$ cat src/rtl/dmem_mmio.sv
// Data memory for the single-cycle MIPS core: word RAM in the low half, UART TX MMIO in the high half.
// Define DMEM_CYCLE_COUNTER_EN to add the free-running CYCLE counter at offset 0xC.
module dmem_mmio #(
   parameter int RAM_AW       = 6,
   parameter int FIFO_AW      = 2,
   parameter int CLKS_PER_BIT = 16
) (
   input  logic        clk,
   input  logic        reset,
   input  logic        we,
   input  logic [31:0] a,
   input  logic [31:0] wd,
   output logic [31:0] rd,
   output logic        tx
);
   localparam int                RAM_D     = 1 << RAM_AW;
   localparam int                FIFO_D    = 1 << FIFO_AW;
   localparam logic [FIFO_AW:0]  FIFO_FULL = (FIFO_AW+1)'(FIFO_D);
   localparam logic [FIFO_AW:0]  CNT_ZERO  = {(FIFO_AW+1){1'b0}};
   localparam logic [FIFO_AW:0]  CNT_ONE   = (FIFO_AW+1)'(1);
   localparam logic [FIFO_AW-1:0] PTR_ONE  = (FIFO_AW)'(1);
   localparam logic [15:0]       BAUD_RST  = 16'(CLKS_PER_BIT);

   typedef enum logic [1:0] {
      S_IDLE  = 2'd0,
      S_START = 2'd1,
      S_DATA  = 2'd2,
      S_STOP  = 2'd3
   } state_t;

   logic [31:0]        ram_q [RAM_D];
   logic [7:0]         fifo_q [FIFO_D];
   logic [FIFO_AW-1:0] wptr_q, rptr_q;
   logic [FIFO_AW:0]   cnt_q, cnt_d;
   logic [15:0]        baud_q, div_q, timer_q;
   logic [7:0]         shreg_q;
   logic [2:0]         bitcnt_q;
   state_t             state_q;
   logic               tx_q;

   logic        mmio_s, ram_we_s, push_s, pop_s, full_s, empty_s, busy_s, bit_end_s;
   logic        baud_we_s, cyc_we_s;
   logic [31:0] cyc_rd_s;
   logic        unused_s;

   assign mmio_s    = a[31];
   assign ram_we_s  = we & ~mmio_s;
   assign baud_we_s = we & mmio_s & (a[4:2] == 3'd2);
   assign cyc_we_s  = we & mmio_s & (a[4:2] == 3'd3);
   assign full_s    = (cnt_q == FIFO_FULL);
   assign empty_s   = (cnt_q == CNT_ZERO);
   assign busy_s    = (state_q != S_IDLE);
   assign bit_end_s = (timer_q == 16'd0);
   // Popping at the end of STOP lets queued frames follow with no idle gap.
   assign pop_s     = ~empty_s & ((state_q == S_IDLE) | ((state_q == S_STOP) & bit_end_s));
   assign push_s    = we & mmio_s & (a[4:2] == 3'd0) & (~full_s | pop_s);
   assign tx        = tx_q;
   assign unused_s  = ^a[30:0];

   // RAM storage, never reset
   always_ff @(posedge clk) begin
      if (ram_we_s) begin
         ram_q[a[RAM_AW+1:2]] <= wd;
      end
   end

   // FIFO occupancy next state
   always_comb begin
      cnt_d = cnt_q;
      case ({push_s, pop_s})
         2'b10:   cnt_d = cnt_q + CNT_ONE;
         2'b01:   cnt_d = cnt_q - CNT_ONE;
         default: cnt_d = cnt_q;
      endcase
   end

   // FIFO data storage
   always_ff @(posedge clk) begin
      if (push_s) begin
         fifo_q[wptr_q] <= wd[7:0];
      end
   end

   // FIFO pointers and count
   always_ff @(posedge clk) begin
      if (reset) begin
         wptr_q <= {FIFO_AW{1'b0}};
         rptr_q <= {FIFO_AW{1'b0}};
         cnt_q  <= CNT_ZERO;
      end else begin
         if (push_s) wptr_q <= wptr_q + PTR_ONE;
         if (pop_s)  rptr_q <= rptr_q + PTR_ONE;
         cnt_q <= cnt_d;
      end
   end

   // BAUD_DIV register; zero would stall the bit timer so it is stored as one
   always_ff @(posedge clk) begin
      if (reset) begin
         baud_q <= BAUD_RST;
      end else if (baud_we_s) begin
         baud_q <= (wd[15:0] == 16'd0) ? 16'd1 : wd[15:0];
      end
   end

   // Serializer FSM with registered line output
   always_ff @(posedge clk) begin
      if (reset) begin
         state_q  <= S_IDLE;
         tx_q     <= 1'b1;
         timer_q  <= 16'd0;
         div_q    <= BAUD_RST;
         shreg_q  <= 8'd0;
         bitcnt_q <= 3'd0;
      end else if (pop_s) begin
         state_q  <= S_START;
         tx_q     <= 1'b0;
         shreg_q  <= fifo_q[rptr_q];
         div_q    <= baud_q;
         timer_q  <= baud_q - 16'd1;
         bitcnt_q <= 3'd0;
      end else begin
         case (state_q)
            S_IDLE: begin
               tx_q <= 1'b1;
            end
            S_START: begin
               if (bit_end_s) begin
                  tx_q    <= shreg_q[0];
                  shreg_q <= {1'b0, shreg_q[7:1]};
                  timer_q <= div_q - 16'd1;
                  state_q <= S_DATA;
               end else begin
                  timer_q <= timer_q - 16'd1;
               end
            end
            S_DATA: begin
               if (bit_end_s) begin
                  timer_q <= div_q - 16'd1;
                  if (bitcnt_q == 3'd7) begin
                     tx_q    <= 1'b1;
                     state_q <= S_STOP;
                  end else begin
                     tx_q     <= shreg_q[0];
                     shreg_q  <= {1'b0, shreg_q[7:1]};
                     bitcnt_q <= bitcnt_q + 3'd1;
                  end
               end else begin
                  timer_q <= timer_q - 16'd1;
               end
            end
            S_STOP: begin
               if (bit_end_s) begin
                  state_q <= S_IDLE;
               end else begin
                  timer_q <= timer_q - 16'd1;
               end
            end
            default: begin
               state_q <= S_IDLE;
               tx_q    <= 1'b1;
            end
         endcase
      end
   end

`ifdef DMEM_CYCLE_COUNTER_EN
   logic [31:0] cyc_q;

   // Free-running cycle counter, loadable by store
   always_ff @(posedge clk) begin
      if (reset) begin
         cyc_q <= 32'd0;
      end else if (cyc_we_s) begin
         cyc_q <= wd;
      end else begin
         cyc_q <= cyc_q + 32'd1;
      end
   end

   assign cyc_rd_s = cyc_q;
`else
   logic unused_cyc_s;

   assign unused_cyc_s = cyc_we_s;
   assign cyc_rd_s     = 32'd0;
`endif

   // Combinational load data mux
   always_comb begin
      rd = 32'd0;
      if (!mmio_s) begin
         rd = ram_q[a[RAM_AW+1:2]];
      end else begin
         case (a[4:2])
            3'd1:    rd = {29'd0, busy_s, empty_s, full_s};
            3'd2:    rd = {16'd0, baud_q};
            3'd3:    rd = cyc_rd_s;
            default: rd = 32'd0;
         endcase
      end
   end
endmodule

$ cat config.mk
export PLATFORM = sky130hd
export DESIGN_NAME = dmem_mmio
export DESIGN_NICKNAME = d
export VERILOG_FILES = /design/src/rtl/dmem_mmio.sv
export SDC_FILE = /design/constraint.sdc
export NUM_CORES = 2
export LEC_CHECK = 0
export ABC_AREA = 1
export BUFFER_PORTS_ARGS = -buffer_cell sky130_fd_sc_hd__buf_2
export CORE_UTILIZATION = 55
export CTS_BUF_LIST = sky130_fd_sc_hd__clkbuf_2
export CTS_CLUSTER_SIZE = 30
export DETAILED_ROUTE_END_ITERATION = 6
export PLACE_DENSITY = 0.71
export SETUP_SLACK_MARGIN = 0.5
export SLEW_MARGIN = 20
export SYNTH_ARGS = -nofsm -noshare
export SYNTH_HDL_FRONTEND = slang
export SYNTH_SLANG_ARGS = --single-unit
$ cat constraint.sdc
create_clock -name clk -period 14.8 [get_ports clk]
set_input_delay 1.48 -clock clk [delete_from_list [all_inputs] [get_ports clk]]
set_output_delay 1.48 -clock clk [all_outputs]
set_load 0.05 [all_outputs]
==> results.py <==
metrics = {
    "detailed_routing": {
        "drc": 0,
        "dr.pass1.iters": 5,
        "viasPerCell": 5.63,
        "postRouteAntennaNets": 0,
        "vias": 62631,
        "wl_per_cell_um": 22.1,
        "drt_iter0_drc": 7683,
        "routed_wl_um": 246000,
    },
    "layout": {
        "fin_nets": 8708,
        "stdcell_area_mm2": 0.0964,
        "drive_above_1_share_pct": 12.4,
        "fin_util_pct": 59.8,
        "syn_to_final_growth_pct": 7.35,
        "layout_common_cells": "nand2_1, edfxtp_1, clkbuf_2, a21oi_1, nor2_1",
        "stdcell_count": 11127,
        "final_common_cell": "nand2_1",
    },
    "sta": {
        "worst_pin_slew_ns": 1.23,
        "finalSetupViolCount": 0,
        "period_share_pct": 58.1,
        "drv_slew": 0,
        "min_period_ns": 8.59,
        "setup_tns_ns": 0,
        "whs_ns": 0.222,
        "rsz0062_at_grt": "false",
        "fin_worst_skew_ns": 0.0394,
        "hold_viol_final": 0,
        "max-slew-margin-rel_pct": 17.9,
        "clock.fmax_mhz": 116,
    },
    "placed_design": {
        "gp_congestion": 0.899,
        "dpl.hpwl_um": 128000,
        "portBuffers": 74,
        "dp_cells": 10238,
        "place_area_mm2": 0.0919,
    },
    "clock_network": {
        "h-tree-depth": 6,
        "clk_path_buf_depth": 4,
        "clkLatencyLatePin_ns": 1.75,
        "cts_root_buffer": "clkbuf_2",
        "cts_sinks": 2151,
        "cts_tree": "done",
        "cts_made_buffers": 545,
        "path_clk_slew_ns": 0.11,
    },
    "grt": {
        "grt_pass1_vias": 59544,
        "grt_usage_pct": 29.6,
        "grt_pass1_wl_um": 361000,
        "grt_antenna_before_repair": 6,
        "grt_overflow_total": 0,
        "grt_max_degree": 215,
    },
    "setup_path": {
        "crit_type": "input pin to primary output",
        "worstPathRequired_ns": 13.32,
        "critPathMaxFanout": 214,
        "rr_worst_depth": 10,
        "r2r_end": "fifo_q[2][3]",
        "cp-end-kind": "primary output",
        "cp-start-kind": "input pin",
        "rr_startpoint": "timer_q[0]",
        "r2r_slack_ns": 11.65,
        "crit_arrival_ns": 7.11,
    },
    "synth": {
        "ys_types": 43,
        "ys_ff_latch": 2151,
        "synth_top_area_share_pct": 69.5,
        "syn_area_per_cell_um2": 10.8,
        "synth_cells": 8301,
        "netlist_top_cells_area": "edfxtp_1, nand2_1, a21oi_1",
        "yosysTopAreaCell": "edfxtp_1",
        "synth_async_sr_flop_share_pct": 0,
        "yosys_warnings": 0,
        "syn_nets": 8383,
        "yosys_most_used_dff": "edfxtp_1",
        "netlist_area_mm2": 0.0898,
        "synth_edf_count": 2080,
        "yosysSeqAreaShare_pct": 71.1,
    },
    "floorplanning": {
        "die_area_mm2": 0.165,
        "die_w_um": 406,
        "die_h_um": 406,
        "core_area_mm2": 0.161,
        "num_io_pins": 100,
        "initial_utilization_pct": 55.7,
        "rows": 147,
    },
    "min_path": {
        "min_delay_worst_endpoint": "ram_q[57][21]",
        "whs_path_depth": 1,
        "worstHoldStart": "wd[21]",
        "hold_class": "input pin to register",
    },
    "power": {
        "p_leak_uw": 0.0381,
        "power.density_mw_per_mm2": 121,
        "vdd_ir_drop_max_mv": 0.0959,
    },
    "job": {
        "cap_violations": 0,
    },
    "status": {
        "status": "complete, no violations",
    },
}
## cells in the mapped netlist (2+ instances only)
cell      number
clkinv_1       2
buf_1         25
buf_6         92
ha_1          14
o21ai_0      134
nand4_1       36
xnor2_1       13
o211ai_1       4
buf_2        170
nor3b_1        3
nand3_2        2
edfxtp_1    2080
nand2_2        4
clkbuf_1     114
o22ai_1       10
dfxtp_1       71
nor4_1         5
a32oi_1        3
inv_2          7
a21oi_1      555
buf_4         34
nand2_1     4198
nor2_1       319
nor3_1         8
a31oi_1        2
nor3_2         8
inv_1         97
nand3_1       61
xor2_1        13
nand3b_1       5
nor2_2         5
a22oi_1        6
a211oi_1       7
o21ai_1      185
## critical path: stages
cell and delay, ns:
buf_8 0.41, buf_12 0.81, buf_4 0.86, buf_12 0.68, buf_4 0.83, nand2_1 0.10, nand2_1 0.10, nand2_1 0.05
a21oi_1 0.19, o21ai_0 0.13, nand2_1 0.11, nor2_1 0.13, a21oi_1 0.59, buf_2 0.39
## stage by stage
step / setup slack (ns) / total power [uW]
6_report: 6.21 / 11700
5_1_grt: 5.89 / 12200
4_1_cts: 6.32 / 11800
3_5_place_dp: 6.35 / 8060
3_3_place_gp: 6.37 / 8030
2_1_floorplan: 9.07 / 7710
## cell families after synthesis
kind of cell / count (synthesis) / synth area share [%]
AOI/OAI and AO/OA: 907 / 5.14
xor gates and xnor gates: 26 / 0.254
adders and majority gates: 15 / 0.217
buffers and inverters: 544 / 3.44
DFF: 2151 / 71.1
and+or+nand+nor: 4658 / 19.8
## routing by layer
layer | part of all wire (%) | GRT usage (%) | routed length, um
met5 | 0.0037 | 0 | 9
met4 | 4.3 | 14.3 | 10500
met3 | 10 | 5.75 | 25500
met2 | 47 | 47.3 | 116000
met1 | 38 | 39.1 | 93700
## worst max path at each step
| stage | start | end | slack, ns | cells past startpoint |
|---|---|---|---|---|
| 2_1_floorplan | a[5] | ram_q[42][0] | 9.07 | 5 |
| 3_3_place_gp | a[2] | rd[30] | 6.37 | 14 |
| 3_5_place_dp | a[2] | rd[30] | 6.35 | 14 |
| 4_1_cts | a[2] | rd[30] | 6.32 | 14 |
| 5_1_grt | a[2] | rd[30] | 5.89 | 14 |
| 6_report | a[2] | rd[30] | 6.21 | 14 |
## registers in the layout, indices dropped and copies added, names as in the netlist, named ones only
register,flops
baud_q,16
bitcnt_q,3
cnt_q,3
div_q,16
fifo_q,32
ram_q,2048
rptr_q,2
shreg_q,8
state_q,2
timer_q,16
tx,1
wptr_q,2
## area by class of cell
| class | instances | area, um2 |
|---|---|---|
| Sequential cell | 2151 | 63900 |
| Inverter | 107 | 433 |
| Tap cell | 2160 | 2700 |
| Multi-Input combinational cell | 5606 | 23400 |
| Antenna cell | 12 | 30.0 |
| Clock buffer | 772 | 3860 |
| Timing Repair Buffer | 215 | 1560 |
| Clock inverter | 104 | 572 |
| Fill cell | 13099 | 64900 |
## power breakdown
part,internal [uW],total (uW),switching [uW]
Clock,1480,3780,2300
Sequential,6730,6780,48.9
Combinational,298,1160,858
Total,8510,11700,3200
## repair_timing
action                    4_1_cts  5_1_grt
gates resized for setup         0        0
buffers inserted                0        0
hold endpoints to repair       11        0
hold buffers                    1        0
Note: power is estimated with default switching activity, not from simulation.
